`src/rtl/dmem_port_arbiter_if.sv`:
```
// Request, response and DataMemory signal bundle for the two-requester data-memory port arbiter.
// The slave modport is the arbiter's view; the master modport is the requesters-plus-memory side.
interface dmem_port_arbiter_if #(
  parameter int AW = 32,
  parameter int DW = 32
);
  logic [1:0]         req_valid;
  logic [1:0]         req_ready;
  logic [1:0][AW-1:0] req_addr;
  logic [1:0]         req_we;
  logic [1:0][DW-1:0] req_wdata;
  logic [1:0][1:0]    req_grain;
  logic [1:0]         req_sign;
  logic [1:0]         resp_valid;
  logic [1:0]         resp_ready;
  logic [DW-1:0]      resp_rdata;
  logic               resp_err;
  logic [AW-1:0]      mem_address;
  logic               mem_we;
  logic               mem_re;
  logic [1:0]         mem_grain;
  logic               mem_sign;
  logic [DW-1:0]      mem_wdata;
  logic [DW-1:0]      mem_rdata;

  modport slave (
    input  req_valid, req_addr, req_we, req_wdata, req_grain, req_sign,
    input  resp_ready, mem_rdata,
    output req_ready, resp_valid, resp_rdata, resp_err,
    output mem_address, mem_we, mem_re, mem_grain, mem_sign, mem_wdata
  );

  modport master (
    output req_valid, req_addr, req_we, req_wdata, req_grain, req_sign,
    output resp_ready, mem_rdata,
    input  req_ready, resp_valid, resp_rdata, resp_err,
    input  mem_address, mem_we, mem_re, mem_grain, mem_sign, mem_wdata
  );
endinterface

```
`src/rtl/dmem_port_arbiter.sv`:
```
// Round-robin arbiter/sequencer for the single-ported DataMemory: one transaction at a time,
// one memory cycle per transaction, held response, misaligned/illegal-grain requests answered with an error.
//
// state | meaning
// IDLE  | waiting for a request; grants one requester and latches its request
// ISSUE | drives DataMemory for one cycle (or flags an error) and captures the result
// RESP  | presents the held response to the owner until it is consumed
module dmem_port_arbiter #(
  parameter int AW = 32,
  parameter int DW = 32
) (
  input  logic                clock_i,
  input  logic                reset_i,
  dmem_port_arbiter_if.slave  bus_if
);

  typedef enum logic [1:0] {IDLE, ISSUE, RESP} state_t;

  state_t          state_q, state_d;
  logic            last_grant_q, last_grant_d;
  logic            owner_q, owner_d;
  logic [AW-1:0]   addr_q, addr_d;
  logic            we_q, we_d;
  logic [DW-1:0]   wdata_q, wdata_d;
  logic [1:0]      grain_q, grain_d;
  logic            sign_q, sign_d;
  logic [DW-1:0]   rdata_q, rdata_d;
  logic            err_q, err_d;

  logic            grant;
  logic            legal;
  logic [1:0]      req_ready;
  logic [1:0]      resp_valid;
  logic [DW-1:0]   resp_rdata;
  logic            resp_err;
  logic [AW-1:0]   mem_address;
  logic            mem_we;
  logic            mem_re;
  logic [1:0]      mem_grain;
  logic            mem_sign;
  logic [DW-1:0]   mem_wdata;

  // On contention the requester that did not win last time gets the port.
  always_comb begin
    if (&bus_if.req_valid) grant = ~last_grant_q;
    else                   grant = bus_if.req_valid[1];
  end

  always_comb begin
    case (grain_q)
      2'b00:   legal = (addr_q[1:0] == 2'b00);
      2'b01:   legal = 1'b1;
      2'b10:   legal = ~addr_q[0];
      default: legal = 1'b0;
    endcase
  end

  always_comb begin
    state_d      = state_q;
    last_grant_d = last_grant_q;
    owner_d      = owner_q;
    addr_d       = addr_q;
    we_d         = we_q;
    wdata_d      = wdata_q;
    grain_d      = grain_q;
    sign_d       = sign_q;
    rdata_d      = rdata_q;
    err_d        = err_q;
    req_ready    = 2'b00;
    resp_valid   = 2'b00;
    resp_rdata   = '0;
    resp_err     = 1'b0;
    mem_address  = '0;
    mem_we       = 1'b0;
    mem_re       = 1'b0;
    mem_grain    = 2'b00;
    mem_sign     = 1'b0;
    mem_wdata    = '0;

    case (state_q)
      IDLE: begin
        if (|bus_if.req_valid) begin
          req_ready[grant] = 1'b1;
          owner_d          = grant;
          last_grant_d     = grant;
          addr_d           = bus_if.req_addr[grant];
          we_d             = bus_if.req_we[grant];
          wdata_d          = bus_if.req_wdata[grant];
          grain_d          = bus_if.req_grain[grant];
          sign_d           = bus_if.req_sign[grant];
          state_d          = ISSUE;
        end
      end
      ISSUE: begin
        if (legal) begin
          mem_address = addr_q;
          mem_grain   = grain_q;
          mem_sign    = sign_q;
          mem_wdata   = wdata_q;
          // A reset landing on this cycle must not let the store commit.
          mem_we      = we_q & ~reset_i;
          mem_re      = ~we_q;
          rdata_d     = we_q ? '0 : bus_if.mem_rdata;
          err_d       = 1'b0;
        end else begin
          rdata_d     = '0;
          err_d       = 1'b1;
        end
        state_d = RESP;
      end
      RESP: begin
        resp_valid[owner_q] = 1'b1;
        resp_rdata          = rdata_q;
        resp_err            = err_q;
        if (bus_if.resp_ready[owner_q]) state_d = IDLE;
      end
      default: state_d = IDLE;
    endcase
  end

  always_ff @(posedge clock_i) begin
    if (reset_i) begin
      state_q      <= IDLE;
      last_grant_q <= 1'b1;
      owner_q      <= 1'b0;
      addr_q       <= '0;
      we_q         <= 1'b0;
      wdata_q      <= '0;
      grain_q      <= 2'b00;
      sign_q       <= 1'b0;
      rdata_q      <= '0;
      err_q        <= 1'b0;
    end else begin
      state_q      <= state_d;
      last_grant_q <= last_grant_d;
      owner_q      <= owner_d;
      addr_q       <= addr_d;
      we_q         <= we_d;
      wdata_q      <= wdata_d;
      grain_q      <= grain_d;
      sign_q       <= sign_d;
      rdata_q      <= rdata_d;
      err_q        <= err_d;
    end
  end

  assign bus_if.req_ready   = req_ready;
  assign bus_if.resp_valid  = resp_valid;
  assign bus_if.resp_rdata  = resp_rdata;
  assign bus_if.resp_err    = resp_err;
  assign bus_if.mem_address = mem_address;
  assign bus_if.mem_we      = mem_we;
  assign bus_if.mem_re      = mem_re;
  assign bus_if.mem_grain   = mem_grain;
  assign bus_if.mem_sign    = mem_sign;
  assign bus_if.mem_wdata   = mem_wdata;

endmodule
```
`src/flat_wrapper.sv`:
```
// flat-port wrapper written by rule: the top's interface ports become plain ports
module dmem_port_arbiter_flat 
#(
  parameter int AW = 32,
  parameter int DW = 32
)
  (clock_i, reset_i, bus_if_req_valid, bus_if_req_addr, bus_if_req_we, bus_if_req_wdata, bus_if_req_grain, bus_if_req_sign, bus_if_resp_ready, bus_if_mem_rdata, bus_if_req_ready, bus_if_resp_valid, bus_if_resp_rdata, bus_if_resp_err, bus_if_mem_address, bus_if_mem_we, bus_if_mem_re, bus_if_mem_grain, bus_if_mem_sign, bus_if_mem_wdata);
  dmem_port_arbiter_if #(.AW(AW), .DW(DW)) bus_if_i ();
  input  logic clock_i;
  input  logic reset_i;
  input wire logic [$bits(bus_if_i.req_valid)-1:0] bus_if_req_valid;
  input wire logic [$bits(bus_if_i.req_addr)-1:0] bus_if_req_addr;
  input wire logic [$bits(bus_if_i.req_we)-1:0] bus_if_req_we;
  input wire logic [$bits(bus_if_i.req_wdata)-1:0] bus_if_req_wdata;
  input wire logic [$bits(bus_if_i.req_grain)-1:0] bus_if_req_grain;
  input wire logic [$bits(bus_if_i.req_sign)-1:0] bus_if_req_sign;
  input wire logic [$bits(bus_if_i.resp_ready)-1:0] bus_if_resp_ready;
  input wire logic [$bits(bus_if_i.mem_rdata)-1:0] bus_if_mem_rdata;
  output wire logic [$bits(bus_if_i.req_ready)-1:0] bus_if_req_ready;
  output wire logic [$bits(bus_if_i.resp_valid)-1:0] bus_if_resp_valid;
  output wire logic [$bits(bus_if_i.resp_rdata)-1:0] bus_if_resp_rdata;
  output wire logic [$bits(bus_if_i.resp_err)-1:0] bus_if_resp_err;
  output wire logic [$bits(bus_if_i.mem_address)-1:0] bus_if_mem_address;
  output wire logic [$bits(bus_if_i.mem_we)-1:0] bus_if_mem_we;
  output wire logic [$bits(bus_if_i.mem_re)-1:0] bus_if_mem_re;
  output wire logic [$bits(bus_if_i.mem_grain)-1:0] bus_if_mem_grain;
  output wire logic [$bits(bus_if_i.mem_sign)-1:0] bus_if_mem_sign;
  output wire logic [$bits(bus_if_i.mem_wdata)-1:0] bus_if_mem_wdata;
  assign bus_if_i.req_valid = bus_if_req_valid;
  assign bus_if_i.req_addr = bus_if_req_addr;
  assign bus_if_i.req_we = bus_if_req_we;
  assign bus_if_i.req_wdata = bus_if_req_wdata;
  assign bus_if_i.req_grain = bus_if_req_grain;
  assign bus_if_i.req_sign = bus_if_req_sign;
  assign bus_if_i.resp_ready = bus_if_resp_ready;
  assign bus_if_i.mem_rdata = bus_if_mem_rdata;
  assign bus_if_req_ready = bus_if_i.req_ready;
  assign bus_if_resp_valid = bus_if_i.resp_valid;
  assign bus_if_resp_rdata = bus_if_i.resp_rdata;
  assign bus_if_resp_err = bus_if_i.resp_err;
  assign bus_if_mem_address = bus_if_i.mem_address;
  assign bus_if_mem_we = bus_if_i.mem_we;
  assign bus_if_mem_re = bus_if_i.mem_re;
  assign bus_if_mem_grain = bus_if_i.mem_grain;
  assign bus_if_mem_sign = bus_if_i.mem_sign;
  assign bus_if_mem_wdata = bus_if_i.mem_wdata;
  dmem_port_arbiter #(.AW(AW), .DW(DW)) u_core (.clock_i(clock_i), .reset_i(reset_i), .bus_if(bus_if_i));
endmodule
```
`config.mk`:
```
export PLATFORM = sky130hd
export DESIGN_NAME = dmem_port_arbiter_flat
export DESIGN_NICKNAME = d
export VERILOG_FILES = /design/src/rtl/dmem_port_arbiter_if.sv /design/src/rtl/dmem_port_arbiter.sv /design/src/flat_wrapper.sv
export SDC_FILE = /design/constraint.sdc
export NUM_CORES = 1
export LEC_CHECK = 0
export BUFFER_PORTS_ARGS = -buffer_cell sky130_fd_sc_hd__buf_2
export CAP_MARGIN = 20
export CORE_AREA = 4 4 117 119
export CTS_BUF_LIST = sky130_fd_sc_hd__clkbuf_8
export CTS_CLUSTER_DIAMETER = 40
export DETAILED_ROUTE_END_ITERATION = 10
export DIE_AREA = 0 0 121 123
export GPL_ROUTABILITY_DRIVEN = 0
export PLACE_DENSITY_LB_ADDON = 0.05
export SYNTH_ARGS = -nofsm -noshare
export SYNTH_HDL_FRONTEND = slang
export SYNTH_SLANG_ARGS = --single-unit
export TNS_END_PERCENT = 10
```
`constraint.sdc`:
```
create_clock -name clock_i -period 1.3 [get_ports clock_i]
set_input_delay 0.26 -clock clock_i [delete_from_list [all_inputs] [get_ports clock_i]]
set_output_delay 0.26 -clock clock_i [all_outputs]
set_load 0.05 [all_outputs]
```
# Word level (Yosys, flattened, before mapping)

Cells that the tools add are included.

Magnitude comparators: 4
Equality and inequality tests: 6
Muxes and demuxes: 41
Bitwise logic cells: 5
Reductions and logical operators: 9

Operator list:

| kind                 | number |
|---|---|
| $mux W32             | 11 |
| $mux W2              | 9 |
| $mux W1              | 17 |
| $logic_not A2 Y1     | 3 |
| $pmux W2 S3          | 1 |
| $reduce_and A2 Y1    | 3 |
| $eq A2 B1 Y1 const B | 2 |
| $eq A2 B2 Y1 const B | 2 |
| $lt A1 B2 Y1 const B | 2 |
| $ne A2 B1 Y1 const B | 2 |
| $not A1 Y1           | 4 |
| $pmux W1 S3          | 1 |
| $demux W1 S1         | 2 |
| $ge A1 B1 Y1 const B | 2 |
| $logic_and A1 B1 Y1  | 2 |
| $reduce_or A2 Y1     | 1 |
| $and A1 B1 Y1        | 1 |

Register bits after elaboration: 105
Logic and storage cells: 75

# Logic depth before layout (Yosys ltp)

Gate-level depths: netlist (run 1).

Depth in word-level cells: 8
Depth in mapped cells: 6
Mapped depth without buffers: 4

# Least setup slack after synthesis (run 1)

OpenSTA, ideal clock, no wires.

Kind: register to output
Start: reg u_core.state_q[1]
End: out bus_if_mem_we
Arrival time: 2,485 ps
Slack: -1,445 ps
Stages on the path, launching flop included: 5
Buffers on the path: 2
Cell sequence: dfxtp_1 -> nand2b_1 -> buf_2 -> buf_2 -> nor4b_1

Cells in the longest elaborated chain, start to end: 2

Ends and longest elaborated chain:

| what                   | RTL line                 | source |
|---|---|---|
| from (decl)            | dmem_port_arbiter.sv:19  | `state_t state_q, state_d;` |
| from (signal assigned) | dmem_port_arbiter.sv:134 | `state_q <= state_d;` |
| $eq A2 B1 Y1           | dmem_port_arbiter.sv:80  | `case (state_q)` |
| $mux W1                | dmem_port_arbiter.sv:80  |  |
| to (decl)              | flat_wrapper.sv:24       | `output wire logic [$bits(bus_if_i.mem_we)-1:0] bus_if_mem_we;` |

Every way passes these cells.

# Worst setup path in the final report (run 1)

Start: reg u_core.grain_q[0]
End: out bus_if_mem_address[13]

Cells in the longest elaborated chain, start to end: 4
Elaborated cells between the ends (all ways): 6
Those cells by class: eq/ne: 2; mux: 3; reduce/logical: 1

Ends and longest elaborated chain:

| what                                       | RTL line                 | source |
|---|---|---|
| from (decl)                                | dmem_port_arbiter.sv:25  | `logic [1:0] grain_q, grain_d;` |
| from (signal assigned)                     | dmem_port_arbiter.sv:140 | `grain_q <= grain_d;` |
| $eq A2 B2 Y1, or another cell as far along | dmem_port_arbiter.sv:50  | `case (grain_q)` |
| $pmux W1 S3 (*)                            | dmem_port_arbiter.sv:50  |  |
| $mux W32 (*)                               | dmem_port_arbiter.sv:95  | `if (legal) begin` |
| $mux W32 (*)                               | dmem_port_arbiter.sv:80  |  |
| to (decl)                                  | flat_wrapper.sv:23       | `output wire logic [$bits(bus_if_i.mem_address)-1:0] bus_if_mem_address;` |

Mark *: on every way between the ends. The rest lies on a longest branch, timed or not.

==> results.py, run 1 <==
metrics = {
    "finish": {
        "multi_input_area_um2": 3190,
        "fill_cells": 1004,
        "syn_to_final_growth_pct": 56.9,
        "layout.nets": 1088,
        "final_cell_mix": "172 x buf_2, 103 x buf_6, 101 x dfxtp_1",
        "ff_latch_area_um2": 2110,
        "drive_gt1_share_pct": 47.8,
        "final_common_cell": "buf_2",
    },
    "min_path": {
        "min_path_type": "primary input to flip-flop",
        "hp-start": "bus_if_req_wdata[41]",
        "holdPathStages": 3,
    },
    "sta": {
        "fin_crit_ns": 2.00,
        "tightest_slew_ns": 0.432,
        "setup_viol": 191,
        "relSlewSlack_pct": 71.2,
        "timing.final.ws_setup_ns": -0.701,
        "drv_slew": 0,
        "period_share_pct": 154,
        "fin_skew_ns": 0.00677,
        "rsz0062_at_grt": "yes",
        "final-hold-violation-count": 0,
        "fmax_mhz": 500,
    },
    "synthesis": {
        "synth_cells": 661,
        "seq_area_frac_synth_pct": 39.1,
        "synth_largest_area_cell": "dfxtp_1",
        "yosysWarnings": 0,
        "synth_area_leaders": "dfxtp_1 39%, and3_1 7.4%, nor4b_1 5.5%",
        "syn_nets": 835,
        "synth_area_um2": 5380,
        "synth_seq_cells": 105,
        "yosysUniqueCellTypes": 33,
        "avgSynthCellArea_um2": 8.14,
        "synth_top_area_share_pct": 39.1,
    },
    "detailed_routing": {
        "drtPass1Iterations": 5,
        "num_vias": 6307,
        "detail_route.iter0.violations": 493,
        "avgRoutedWirePerCell_um": 18.3,
        "antenna_left": 0,
        "wirelength_mm": 20.0,
        "route.detailed.drc": 0,
        "viasPerCell": 5.78,
    },
    "grt": {
        "grt_antenna_before_repair": 0,
        "grt_overflow": 0,
        "grtUsageMet3_pct": 4.16,
        "grt_max_degree": 83,
        "grt_use_total_pct": 25.2,
        "grt_pass1_vias": 6125,
        "grt_pass1_wl_mm": 30.6,
        "use_met1_pct": 31.9,
        "busiest_layer": "met2",
        "use_met2_pct": 44.2,
    },
    "setup_path": {
        "cp_cell_sequence": "buf_6 -> nand2b_4 -> o31ai_4 -> buf_4 -> clkbuf_16 -> and3_2 -> buf_6",
        "path_max_fanout": 19,
        "critPathRequiredTime_ns": 1.04,
        "cp-startpoint": "u_core.grain_q[0]$_SDFFE_PP0P_",
        "critPathKind": "flip-flop to primary output",
        "start_kind": "flip-flop",
        "cp-end-kind": "primary output",
        "r2r-end": "u_core.rdata_q[28]$_SDFFE_PP0P_",
        "critPathCapture": "bus_if_mem_address[13]",
        "cpPeakStageDelay_ns": 0.38,
        "ff2ff_path_depth": 7,
        "r2r_slack_ns": -0.16,
        "slowest_stage": "dfxtp_4",
        "r2r_start": "u_core.grain_q[0]$_SDFFE_PP0P_",
        "crit_arrival_ns": 1.74,
        "cp_common_cell": "buf_6",
    },
    "pwr": {
        "power.total_mw": 8.51,
        "peakVddDrop_v": 0.000592,
        "p_per_area_nw_per_um2": 1010,
        "cellLeakagePower_nw": 3.73,
    },
    "status": {
        "violations": "setup timing",
        "status": "complete, but fails checks",
    },
    "place": {
        "dpl.hpwl_mm": 13.3,
        "port_buffers": 279,
        "pre_cts_ws_ns": -0.385,
    },
    "floorplanning": {
        "std_cell_rows": 41,
        "die_h_um": 123,
        "die_w_um": 121,
        "start_util_pct": 42.8,
        "coreArea_um2": 12600,
        "io_pins": 280,
        "fp.dieArea_um2": 14900,
    },
    "clocking": {
        "cts_root_buffer": "clkbuf_8",
        "cts_inserted_buffers": 9,
        "cts_tree": "built",
        "htree_levels": 3,
        "clock-sinks": 105,
        "hold_buffers": 0,
        "clockBufferDepth": 2,
        "clock_latency_ns": 0.37,
        "clk_pin_slew_worst_paths_ns": 0.09,
    },
    "flow_run": {
        "drv_cap": 0,
    },
}
worst min path at each step:
stage	endpoint
after floorplan	u_core.grain_q[0]$_SDFFE_PP0P_
after global placement	u_core.rdata_q[26]$_SDFFE_PP0P_
after detailed placement	u_core.rdata_q[21]$_SDFFE_PP0P_
after CTS	u_core.wdata_q[9]$_SDFFE_PP0P_
after global routing	u_core.wdata_q[12]$_SDFFE_PP0P_
final	u_core.wdata_q[9]$_SDFFE_PP0P_
per-layer routing:
metal	vias up	routed length (um)
li1	2983	-
met1	2980	8000
met2	311	10100
met3	33	1420
met4	0	421
met5	-	0
final cells by class:
| cell class | count | area share (%) |
|---|---|---|
| multi-input combinational | 468 | 37.8 |
| tap | 172 | 2.55 |
| clock buffer | 10 | 1.63 |
| inverter | 1 | 0.0444 |
| clock inverter | 5 | 0.222 |
| antenna | 1 | 0.0296 |
| timing repair buffer | 329 | 32.7 |
| sequential | 105 | 25.0 |
cells by family (layout without fill, tap and decap cells):
family	Yosys count	after routing	share of synthesized area, %
and+or+nand+nor	290	290	31.5
AOI/OAI and AO/OA	177	177	22.3
DFF	105	105	39.1
buffers and inverters	88	345	6.95
muxes	1	1	0.186
other	0	1	0
state kept, by name, summed over array words and instances, names as in the netlist, 2 cells and up:
name / flops
u_core.addr_q: 32
u_core.rdata_q: 32
u_core.wdata_q: 32
u_core.grain_q: 2
u_core.state_q: 2
cells in the mapped netlist:
| library cell | count |
|---|---|
| a211o_1 | 1 |
| a211oi_1 | 1 |
| a21bo_2 | 1 |
| a21boi_2 | 1 |
| a21oi_1 | 31 |
| a22o_1 | 32 |
| a311oi_1 | 29 |
| a31oi_1 | 39 |
| and2_1 | 35 |
| and3_1 | 64 |
| buf_2 | 25 |
| buf_4 | 1 |
| buf_6 | 1 |
| clkbuf_1 | 59 |
| clkbuf_2 | 1 |
| dfxtp_1 | 105 |
| inv_1 | 1 |
| mux2i_1 | 1 |
| nand2_1 | 60 |
| nand2b_1 | 3 |
| nand3_1 | 39 |
| nand4_1 | 39 |
| nor2_1 | 8 |
| nor2_4 | 1 |
| nor2b_1 | 3 |
| nor2b_4 | 1 |
| nor3_1 | 1 |
| nor4b_1 | 34 |
| o21ai_0 | 40 |
| o31a_1 | 1 |
| o31ai_4 | 1 |
| or2_2 | 1 |
| or2_4 | 1 |
timing repair:
| item | in CTS | in global routing |
|---|---|---|
| pin swaps | 77 | 13 |
| buffers inserted | 0 | 2 |
| cloned | 0 | 2 |
| resized for setup | 250 | 15 |
| endpoints found under the setup margin | 208 | 209 |
power breakdown:
part	total [mW]	internal (mW)	switching (mW)	leakage [nW]
clock	1.81	0.709	1.10	0.0985
sequential	3.70	3.53	0.178	0.865
combinational	3.00	1.28	1.72	2.77
stage by stage:
| stage | hold slack (ns) | TNS [ns] | util [%] | instance area [um2] | instances |
|---|---|---|---|---|---|
| floorplan | 0.412 | -26.68 | - | 5600 | 661 |
| global placement | 0.453 | -46.43 | 58.7 | 7370 | 1070 |
| detailed placement | 0.456 | -38.75 | 58.8 | 7390 | 1071 |
| CTS | 0.120 | -68.46 | 66.2 | 8320 | 1086 |
| global route | 0.137 | -83.30 | 67.2 | 8440 | 1090 |
| finish | 0.140 | -68.26 | 67.2 | 8450 | 1091 |
worst max-delay path, delay by kind of cell, from the launching register on:
kind	cells	cell delay, ns
DFF	1	0.38
AOI/OAI and AO/OA	1	0.07
buffers and inverters	4	0.61
and+or+nand+nor	2	0.31
No activity file was read; power rests on OpenSTA's default activity.
==> run 2: changes to the inputs <==
- BUFFER_PORTS_ARGS: -buffer_cell sky130_fd_sc_hd__buf_2 -> -buffer_cell sky130_fd_sc_hd__clkbuf_2
- PLACE_DENSITY: default -> 0.79
- PLACE_DENSITY_LB_ADDON: 0.05 -> default
==> run 2 against run 1 <==
The run still ends with setup timing left. Sequential share of layout area down 2.1 points. First-iteration DRC count grew 25%. Clock skew increased by 0.0037 ns. Cell count up 1.2%. Worst hold slack got worse by 0.023 ns. Combinational power is 12% higher. Maximum frequency shrank 1.7%. Critical path depth is 1 lower. Largest cell class is now buffers.
==> results.py, run 2 (synthesis gave the netlist of run 1 again) <==
metrics = {
    "grt": {
        "grt_pass1_vias": 6410,
        "grt_overflow": 0,
        "grt_pass1_wl_mm": 32.2,
        "grt_antenna_before_repair": 0,
        "grt_use_total_pct": 26.8,
        "grt_max_degree": 42,
    },
    "min_path": {
        "hp-start": "bus_if_req_wdata[60]",
        "worst_hold_path.endpoint": "u_core.wdata_q[28]$_SDFFE_PP0P_",
        "holdPathStages": 3,
        "min_path_type": "primary input to flip-flop",
    },
    "floorplanning": {
        "start_util_pct": 42.8,
        "fp.dieArea_um2": 14900,
        "die_w_um": 121,
        "coreArea_um2": 12600,
        "io_pins": 280,
        "die_h_um": 123,
        "std_cell_rows": 41,
    },
    "finish": {
        "fill_cells": 838,
        "reg_top3": "u_core.addr_q x32, u_core.rdata_q x32, u_core.wdata_q x32",
        "multi_input_area_um2": 3220,
        "diodes": 0,
        "drive_gt1_share_pct": 49.2,
        "syn_to_final_growth_pct": 71.8,
        "final_common_cell": "clkbuf_2",
        "layout.nets": 1101,
        "ff_latch_area_um2": 2120,
        "fin_area_um2": 9250,
        "final_cell_mix": "172 x clkbuf_2, 100 x dfxtp_1, 60 x buf_12",
    },
    "sta": {
        "fmax_mhz": 491,
        "period_share_pct": 157,
        "timing.hold.ws_ns": 0.117,
        "drv_slew": 0,
        "final-hold-violation-count": 0,
        "fin_crit_ns": 2.04,
        "tightest_slew_ns": 0.419,
        "setup_viol": 169,
        "timing.final.ws_setup_ns": -0.736,
        "rsz0062_at_grt": "yes",
        "fin_skew_ns": 0.0105,
        "relSlewSlack_pct": 71.7,
    },
    "clocking": {
        "cts_tree": "built",
        "cts_root_buffer": "clkbuf_8",
        "hold_buffers": 0,
        "htree_levels": 3,
        "clockBufferDepth": 2,
        "cts_inserted_buffers": 9,
        "clock-sinks": 105,
        "clock_latency_ns": 0.38,
        "clk_pin_slew_worst_paths_ns": 0.10,
    },
    "detailed_routing": {
        "num_vias": 6508,
        "viasPerCell": 5.89,
        "antenna_left": 0,
        "route.detailed.drc": 0,
        "drtPass1Iterations": 5,
        "wirelength_mm": 21.1,
        "detail_route.iter0.violations": 617,
        "avgRoutedWirePerCell_um": 19.1,
    },
    "setup_path": {
        "cp-end-kind": "primary output",
        "critPathKind": "flip-flop to primary output",
        "cp_cell_sequence": "nor2b_4 -> o31ai_4 -> buf_6 -> buf_16 -> and3_2 -> buf_8",
        "start_kind": "flip-flop",
        "ff2ff_path_depth": 8,
        "slowest_stage": "dfxtp_1",
        "critPathRequiredTime_ns": 1.04,
        "crit_arrival_ns": 1.78,
        "r2r_start": "u_core.grain_q[0]$_SDFFE_PP0P_",
        "r2r-end": "u_core.rdata_q[21]$_SDFFE_PP0P_",
        "r2r_slack_ns": -0.32,
        "cpPeakStageDelay_ns": 0.32,
        "path_max_fanout": 10,
    },
    "pwr": {
        "cellLeakagePower_nw": 3.97,
        "power.total_mw": 9.26,
        "p_per_area_nw_per_um2": 1000,
        "peakVddDrop_v": 0.000864,
    },
    "flow_run": {
        "drv_cap": 0,
    },
    "status": {
        "status": "complete, but fails checks",
        "violations": "setup timing",
    },
    "place": {
        "dpl.hpwl_mm": 13.8,
        "port_buffers": 279,
        "placed_cell_area_um2": 8080,
    },
}
[run 2: cell types whose count changed in the layout (fill, tap and decap cells not counted), moves of 8 or more]
cell and delta:
and3_2 -13, and3_4 +19, buf_12 +42, buf_2 -172, buf_4 +9, buf_6 -96, buf_8 +24, clkbuf_2 +172
clkbuf_8 +31, nor4b_1 +8, nor4b_2 -8, o21ai_0 +16, o21ai_1 -16
[run 2: critical path, delay by kind of cell, from the launching register on]
family | cells | cell delay (ns)
buf+inv | 3 | 0.50
simple gates | 2 | 0.35
flops | 1 | 0.32
compound gates | 1 | 0.22
[run 2: per-stage QoR]
step	TNS (ns)	instances	worst slack [ns]	utilization, %
after floorplan	-26.68	661	-0.352	-
after global placement	-34.36	1081	-0.355	64.3
after detailed placement	-36.85	1081	-0.400	64.3
after CTS	-73.59	1101	-0.767	72.6
after global routing	-89.42	1104	-0.828	73.6
final	-72.48	1104	-0.736	73.6
[run 2: cell type report]
type                       instances  share of cell area (%)
clock inverter                     4                   0.528
inverter                           1                  0.0406
clock buffer                      12                    1.79
sequential                       105                    22.9
tap                              172                    2.33
multi-input combinational        468                    34.8
timing repair buffer             342                    37.6
[run 2: power breakdown]
part | leakage, nW | switching, mW | internal (mW)
Combinational | 3.00 | 1.80 | 1.54
Clock | 0.109 | 1.14 | 1.05
Sequential | 0.866 | 0.196 | 3.53
[run 2: repair_timing]
item,4_1_cts,5_1_grt
resized for setup,175,41
gates cloned,2,2
setup buffers,2,1
pin swaps,29,1
endpoints found under the setup margin,206,208
[run 2: worst max-delay path by stage]
stage	from	to	slack (ns)	depth (start not counted)
2_1_floorplan	u_core.state_q[1]$_SDFFE_PP0P_	bus_if_mem_grain[1]	-0.35	4
3_3_place_gp	u_core.addr_q[1]$_SDFFE_PP0P_	bus_if_mem_address[23]	-0.36	5
3_5_place_dp	u_core.addr_q[1]$_SDFFE_PP0P_	bus_if_mem_address[28]	-0.40	5
4_1_cts	u_core.addr_q[1]$_SDFFE_PP0P_	bus_if_mem_wdata[13]	-0.77	6
5_1_grt	u_core.addr_q[1]$_SDFFE_PP0P_	bus_if_mem_address[19]	-0.83	6
6_report	u_core.addr_q[1]$_SDFFE_PP0P_	bus_if_mem_wdata[7]	-0.74	6
[run 2: metal layers]
| metal | routed length [um] | global-route usage, % | vias to the layer above | part of all wire [%] |
|---|---|---|---|---|
| li1 | - | - | 3009 | - |
| met1 | 7870 | 31.0 | 3067 | 37 |
| met2 | 10500 | 46.4 | 372 | 50 |
| met3 | 2030 | 7.87 | 60 | 9.6 |
| met4 | 735 | 11.3 | 0 | 3.5 |
| met5 | 0 | 0 | - | 0 |
